--- config.mk ---
export PLATFORM = sky130hd
export DESIGN_NAME = ultrasonic_echo_emulator
export DESIGN_NICKNAME = d
export VERILOG_FILES = /design/src/rtl/ultrasonic_pkg.sv /design/src/rtl/trig_edge_sync.sv /design/src/rtl/ultrasonic_echo_emulator.sv
export SDC_FILE = /design/constraint.sdc
export NUM_CORES = 1
export LEC_CHECK = 0
export ABC_AREA = 1
export CAP_MARGIN = 20
export CORE_MARGIN = 2
export CORE_UTILIZATION = 40
export DETAILED_ROUTE_END_ITERATION = 6
export GPL_TIMING_DRIVEN = 0
export PLACE_DENSITY_LB_ADDON = 0.2
export RECOVER_POWER = 100
export SYNTH_ARGS = -nofsm -noshare
export SYNTH_HDL_FRONTEND = slang
export SYNTH_SLANG_ARGS = --single-unit
--- constraint.sdc ---
create_clock -name clk -period 8.4 [get_ports clk]
set_input_delay 2.52 -clock clk [delete_from_list [all_inputs] [get_ports clk]]
set_output_delay 2.52 -clock clk [all_outputs]
set_load 0.1 [all_outputs]
--- src/rtl/ultrasonic_pkg.sv ---
// Shared constants, state encoding and count type for the ultrasonic echo emulator
// and the sensor controller it stands in for.
package ultrasonic_pkg;

   localparam int unsigned CLK_HZ          = 50_000_000;
   localparam int unsigned CYCLES_PER_CM   = 2847;
   localparam int unsigned TRIG_MIN_CYCLES = 500;
   localparam int unsigned MAX_CM          = 400;
   localparam int unsigned BURST_CYCLES    = 10_000;
   localparam int unsigned TIMEOUT_CYCLES  = 1_900_000;
   localparam int unsigned HOLDOFF_CYCLES  = 50_000;
   localparam int unsigned DIST_W          = 12;

   typedef logic [23:0]       count_t;
   typedef logic [DIST_W-1:0] dist_t;

   typedef enum logic [2:0] {
      IDLE,
      TRIG_HI,
      BURST,
      ECHO,
      HOLDOFF
   } state_t;

   // Zero or beyond-range targets report the sensor's timeout pulse instead of a width.
   function automatic count_t echoWidth(input dist_t cm, input count_t cyclesPerCm,
                                        input dist_t maxCm, input count_t timeoutCycles);
      count_t w;
      if (cm == '0 || cm > maxCm) w = timeoutCycles;
      else                        w = count_t'(cm) * cyclesPerCm;
      return w;
   endfunction

endpackage

--- src/rtl/trig_edge_sync.sv ---
// Two-flop synchronizer for the incoming trig line followed by registered
// single-cycle rise and fall pulses.
module trig_edge_sync (
   input  logic clk,
   input  logic rst,
   input  logic trig_i,
   output logic rise_o,
   output logic fall_o
);

   logic meta_q, sync_q, prev_q, rise_q, fall_q;

   always_ff @(posedge clk) begin
      if (rst) begin
         meta_q <= 1'b0;
         sync_q <= 1'b0;
         prev_q <= 1'b0;
         rise_q <= 1'b0;
         fall_q <= 1'b0;
      end else begin
         meta_q <= trig_i;
         sync_q <= meta_q;
         prev_q <= sync_q;
         rise_q <= sync_q & ~prev_q;
         fall_q <= ~sync_q & prev_q;
      end
   end

   assign rise_o = rise_q;
   assign fall_o = fall_q;

endmodule

--- src/rtl/ultrasonic_echo_emulator.sv ---
// Stand-in for an HC-SR04 style sensor: validates trig, waits the burst time, then
// returns an echo pulse whose width encodes the programmed distance.
module ultrasonic_echo_emulator
   import ultrasonic_pkg::*;
#(
   parameter int unsigned TRIG_MIN_CYCLES = ultrasonic_pkg::TRIG_MIN_CYCLES,
   parameter int unsigned BURST_CYCLES    = ultrasonic_pkg::BURST_CYCLES,
   parameter int unsigned CYCLES_PER_CM   = ultrasonic_pkg::CYCLES_PER_CM,
   parameter int unsigned MAX_CM          = ultrasonic_pkg::MAX_CM,
   parameter int unsigned TIMEOUT_CYCLES  = ultrasonic_pkg::TIMEOUT_CYCLES,
   parameter int unsigned HOLDOFF_CYCLES  = ultrasonic_pkg::HOLDOFF_CYCLES
) (
   input  logic        clk,
   input  logic        rst,
   input  logic        trig,
   input  logic [11:0] distance_cm,
   output logic        echo,
   output logic        busy,
   output logic        trig_short,
   output logic        out_of_range
);

   localparam count_t ONE          = count_t'(1);
   localparam count_t TRIG_LOAD    = count_t'(TRIG_MIN_CYCLES - 1);
   localparam count_t BURST_LOAD   = count_t'(BURST_CYCLES - 1);
   localparam count_t HOLDOFF_LOAD = count_t'(HOLDOFF_CYCLES - 1);
   localparam count_t CPC          = count_t'(CYCLES_PER_CM);
   localparam count_t TIMEOUT      = count_t'(TIMEOUT_CYCLES);
   localparam dist_t  MAX_D        = dist_t'(MAX_CM);

   logic   trigRise, trigFall;
   state_t state_q, state_d;
   count_t cnt_q, cnt_d;
   count_t width_q;
   dist_t  dist_q;
   logic   calc_q, latch;
   logic   echo_q, echo_d, busy_q, busy_d, trigShort_q, trigShort_d, oor_q;

   trig_edge_sync uSync (
      .clk    (clk),
      .rst    (rst),
      .trig_i (trig),
      .rise_o (trigRise),
      .fall_o (trigFall)
   );

   always_ff @(posedge clk) begin
      if (rst) begin
         state_q <= IDLE;
         cnt_q   <= '0;
      end else begin
         state_q <= state_d;
         cnt_q   <= cnt_d;
      end
   end

   // One down-counter serves every timed state; TRIG_HI saturates at zero once the minimum is met.
   always_comb begin
      state_d = state_q;
      cnt_d   = cnt_q;
      latch   = 1'b0;
      case (state_q)
         IDLE: begin
            if (trigRise) begin
               state_d = TRIG_HI;
               cnt_d   = TRIG_LOAD;
            end
         end
         TRIG_HI: begin
            if (trigFall) begin
               if (cnt_q == '0) begin
                  latch   = 1'b1;
                  state_d = BURST;
                  cnt_d   = BURST_LOAD;
               end else begin
                  state_d = IDLE;
                  cnt_d   = '0;
               end
            end else if (cnt_q != '0) begin
               cnt_d = cnt_q - ONE;
            end
         end
         BURST: begin
            if (cnt_q == '0) begin
               state_d = ECHO;
               cnt_d   = width_q - ONE;
            end else begin
               cnt_d = cnt_q - ONE;
            end
         end
         ECHO: begin
            if (cnt_q == '0) begin
               state_d = HOLDOFF;
               cnt_d   = HOLDOFF_LOAD;
            end else begin
               cnt_d = cnt_q - ONE;
            end
         end
         HOLDOFF: begin
            if (cnt_q == '0) begin
               state_d = IDLE;
               cnt_d   = '0;
            end else begin
               cnt_d = cnt_q - ONE;
            end
         end
         default: begin
            state_d = IDLE;
            cnt_d   = '0;
         end
      endcase
   end

   always_comb begin
      echo_d      = (state_d == ECHO);
      busy_d      = (state_d != IDLE);
      trigShort_d = (state_q == TRIG_HI) && trigFall && (cnt_q != '0);
   end

   // Width is ready one cycle after the latch, well before BURST ends (BURST_CYCLES >= 2).
   always_ff @(posedge clk) begin
      if (rst) begin
         dist_q      <= '0;
         calc_q      <= 1'b0;
         width_q     <= '0;
         oor_q       <= 1'b0;
         echo_q      <= 1'b0;
         busy_q      <= 1'b0;
         trigShort_q <= 1'b0;
      end else begin
         calc_q      <= latch;
         echo_q      <= echo_d;
         busy_q      <= busy_d;
         trigShort_q <= trigShort_d;
         if (latch) begin
            dist_q <= distance_cm;
            oor_q  <= (distance_cm == '0) || (distance_cm > MAX_D);
         end
         if (calc_q) width_q <= echoWidth(dist_q, CPC, MAX_D, TIMEOUT);
      end
   end

   assign echo         = echo_q;
   assign busy         = busy_q;
   assign trig_short   = trigShort_q;
   assign out_of_range = oor_q;

endmodule

==> impl_metrics.json <==
{
  "leakage_nw": 4.78,
  "drc_errors": 0,
  "hold_slack_ns": 0.409,
  "path_buf_inv": 4,
  "fillers": 2130,
  "cts_hold_buf": 0,
  "synth_top_area_share_pct": 17.7,
  "drv_slew": 0,
  "p_int_mw": 0.612,
  "gp_congestion": 0.933,
  "overflow": 0,
  "layout_min_cycle_time_ns": 4.93,
  "root_buffer": "clkbuf_16",
  "cp_max_fo": 8,
  "maxCapViolCount": 0,
  "grt_max_degree": 12,
  "swShare_pct": 33.7,
  "dr.pass1.iters": 4,
  "cts_resized": 0,
  "tritoncts": "yes",
  "finalSetupViolations": 0,
  "grt_usage_pct": 21.8,
  "start_util_pct": 40.8,
  "p_seq_share_pct": 38.7,
  "r2r_end": "width_q[20]",
  "antenna_cells": 0,
  "slowest_delay_ns": 0.59,
  "hp-class": "reg -> reg",
  "power_switching_mw": 0.311,
  "worst-slew-pin-transition_ns": 0.973,
  "num_io_pins": 19,
  "netlist_instances": 1197,
  "fmax_ghz": 0.203,
  "clk_latency_ns": 0.35,
  "regArea_sq_um": 1460,
  "vias_per_cell": 5.10,
  "cts_setup_buffers": 0,
  "area_growth_pct": 9.16,
  "outcome": "finished, final reports clean",
  "port_buffers": 17,
  "tns_ns": 0,
  "grt_pass1_wl_mm": 37.5,
  "p_per_area_nw_per_um2": 102,
  "multi_input_area_sq_um": 5820,
  "syn_avg_cell_area_sq_um": 6.89,
  "die_h_um": 148,
  "antenna_found_initial": 0,
  "final.period_utilization_pct": 58.7,
  "ys_seq_area_share_pct": 17.7,
  "path_common_cell": "inv_1",
  "yosysTopAreaCell": "dfxtp_1",
  "critPathKind": "reg -> reg",
  "crit_required_ns": 8.64,
  "cp_slowest_cell": "dfxtp_1",
  "synth-seq-cells": 73,
  "post-dp-hpwl_mm": 18.6,
  "finalHoldViolCount": 0,
  "cts.sinks": 73,
  "ys_types": 47,
  "cp-end-kind": "flop",
  "arrival_ns": 5.17,
  "r2r_cells": 16,
  "nets": 1391,
  "worst-r2r-setup-slack_ns": 3.47,
  "hold_path_depth": 2,
  "cts_max_path_buffers": 2,
  "vias": 7641,
  "grt_pass1_vias": 7351,
  "die_w_um": 148,
  "ys_warn_count": 0,
  "holdPathEnd": "uSync.sync_q",
  "hold_start": "uSync.meta_q",
  "maxSlewHeadroom_pct": 34.9,
  "cts_buffers": 9,
  "die_area_sq_um": 21800,
  "r2r-start": "dist_q[4]",
  "coreArea_sq_um": 20200,
  "syn-num-nets": 1363,
  "cp-start-kind": "flop",
  "wl_mm": 22.4,
  "crit_chain": "inv_1 -> ha_1 -> ha_1 -> fa_1 -> inv_1 -> fa_1 -> fa_1 -> inv_1 -> ha_1 -> a21oi_1 -> a21boi_0 -> o21ai_0 -> nand2_1 -> a21oi_1 -> o21ai_0 -> inv_1",
  "critPathTopFamily": "adder cells",
  "row_count": 52,
  "wl_per_cell_um": 15.0,
  "synth_area_leaders": "dfxtp_1 18%, ha_1 15%, fa_1 13%, nand2_1 12%, inv_1 9.8%",
  "drtAntennaViolNets": 0,
  "grt_setup_unrepaired": "false",
  "p_clk_share_pct": 38.8,
  "synth_edf_count": 0,
  "htreeDepth": 3,
  "final_layout_size_suffix_gt1_share_pct": 6.43,
  "drtIter0Drc": 583,
  "fin_skew_ns": 0.0122,
  "syn_area_sq_um": 8250,
  "synthArstFlopShare_pct": 0,
  "clk_pin_slew_ns": 0.06,
  "synth_flop_cell": "dfxtp_1",
  "ir_drop_mv": 0.0953,
  "combPwrFrac_pct": 22.5
}
[worst max path at each step]
stage	from	end	slack (ns)	cells after the start
floorplan	dist_q[6]	width_q[13]	4.18	20
global placement	dist_q[4]	width_q[20]	3.44	16
detailed placement	dist_q[4]	width_q[20]	3.45	16
CTS	dist_q[4]	width_q[20]	3.44	16
global route	dist_q[4]	width_q[20]	3.09	16
finish	dist_q[4]	width_q[20]	3.47	16
[power groups by stage]
stage,clock (mW),combinational [mW],sequential [mW]
2_1_floorplan,0,0.149,0.364
3_3_place_gp,0,0.203,0.365
3_5_place_dp,0,0.204,0.365
4_1_cts,0.366,0.205,0.357
5_1_grt,0.378,0.231,0.357
6_report,0.358,0.208,0.357
[Yosys cell counts (2+ instances only)]
cell type	count
a31oi_1	3
a21oi_1	58
o21ai_0	36
nand2_2	11
buf_2	5
nor2_2	12
a21o_1	2
and2_1	3
xnor2_1	9
clkbuf_1	10
a21boi_0	2
o221ai_1	3
inv_2	10
xor2_1	10
o21a_1	3
ha_1	98
nand3b_1	3
nor2_8	2
nand4_1	17
o211ai_1	6
nor3_1	8
inv_1	215
nand2_1	271
dfxtp_1	73
or2_2	2
a211oi_1	11
a21oi_2	8
nor4_1	3
nand3_4	2
buf_1	3
nand3_1	95
nor2_4	6
o21ai_1	7
buf_6	3
nor2_1	116
fa_1	53
o21bai_1	8
[routing by layer]
| layer | GRT usage [%] | routed length (um) | vias to the layer above |
|---|---|---|---|
| li1 | - | - | 3861 |
| met1 | 32.0 | 11300 | 3570 |
| met2 | 32.7 | 9350 | 188 |
| met3 | 4.44 | 1440 | 22 |
| met4 | 5.29 | 305 | 0 |
| met5 | 0 | 0 | - |
[placed cells by master, fill, tap and decap left out, drive strengths merged]
cell type      netlist  layout
buf                 12       9
fa                  53      53
clkinv               1       4
clkinvlp             0       1
nand3b               3       3
nand2              283     283
a21boi               2       2
clkbuf              10      23
a31oi                3       3
or3                  1       1
xnor2                9       9
nor4                 3       3
and3                 1       1
or2                  3       3
a211oi              11      11
o21ai               43      43
nor3                 9       9
a41oi                1       1
nand4               18      18
a21oi               66      66
o211ai               6       6
nand3               98      98
o221ai               3       3
a21o                 2       2
o21a                 3       3
inv                225     225
clkdlybuf4s50        0      12
o21bai               8       8
dfxtp               73      73
ha                  98      98
and2                 3       3
nor2               136     136
dlygate4sd3          0       5
xor2                10      10
[worst reg2reg max path, stage by stage, from the launching register on]
cell and delay [ns]:
dfxtp_1 0.59, inv_1 0.28, ha_1 0.35, ha_1 0.23
fa_1 0.53, inv_1 0.05, fa_1 0.46, fa_1 0.58
inv_1 0.06, ha_1 0.35, a21oi_1 0.28, a21boi_0 0.42
o21ai_0 0.20, nand2_1 0.15, a21oi_1 0.08, o21ai_0 0.16
inv_1 0.05
[state kept, by name (all words and copies together), names as in the netlist]
name	flops
width_q	24
echo	1
cnt_q	24
busy	1
out_of_range	1
uSync.sync_q	1
dist_q	12
uSync.fall_o	1
state_q	3
uSync.rise_o	1
uSync.prev_q	1
uSync.meta_q	1
calc_q	1
trig_short	1
[final cells by class]
type	instances	area share, %
Inverter	226	9.43
Clock buffer	10	2.54
Sequential cell	73	16.2
Clock inverter	4	0.250
Buffer	22	1.28
Tap cell	270	3.75
Multi-Input combinational cell	876	64.6
Timing Repair Buffer	17	1.89
[cells by family after synthesis]
group	after synthesis	synth area share, %
buffers and inverters	248	11.7
DFF	73	17.7
xor gates and xnor gates	19	2.02
and+or+nand+nor	558	30.3
AOI/OAI and AO/OA	148	10.5
adders and majority gates	151	27.7
[through the flow]
step	cells	setup slack [ns]	total power [mW]	util [%]	area, sq um
2_1_floorplan	1197	4.18	0.513	-	8250
3_3_place_gp	1484	3.44	0.567	43.3	8760
3_5_place_dp	1484	3.45	0.568	43.3	8760
4_1_cts	1498	3.44	0.928	44.5	9010
5_1_grt	1498	3.09	0.966	44.5	9010
6_report	1498	3.47	0.923	44.5	9010
Power figures use the tool's default switching activity.
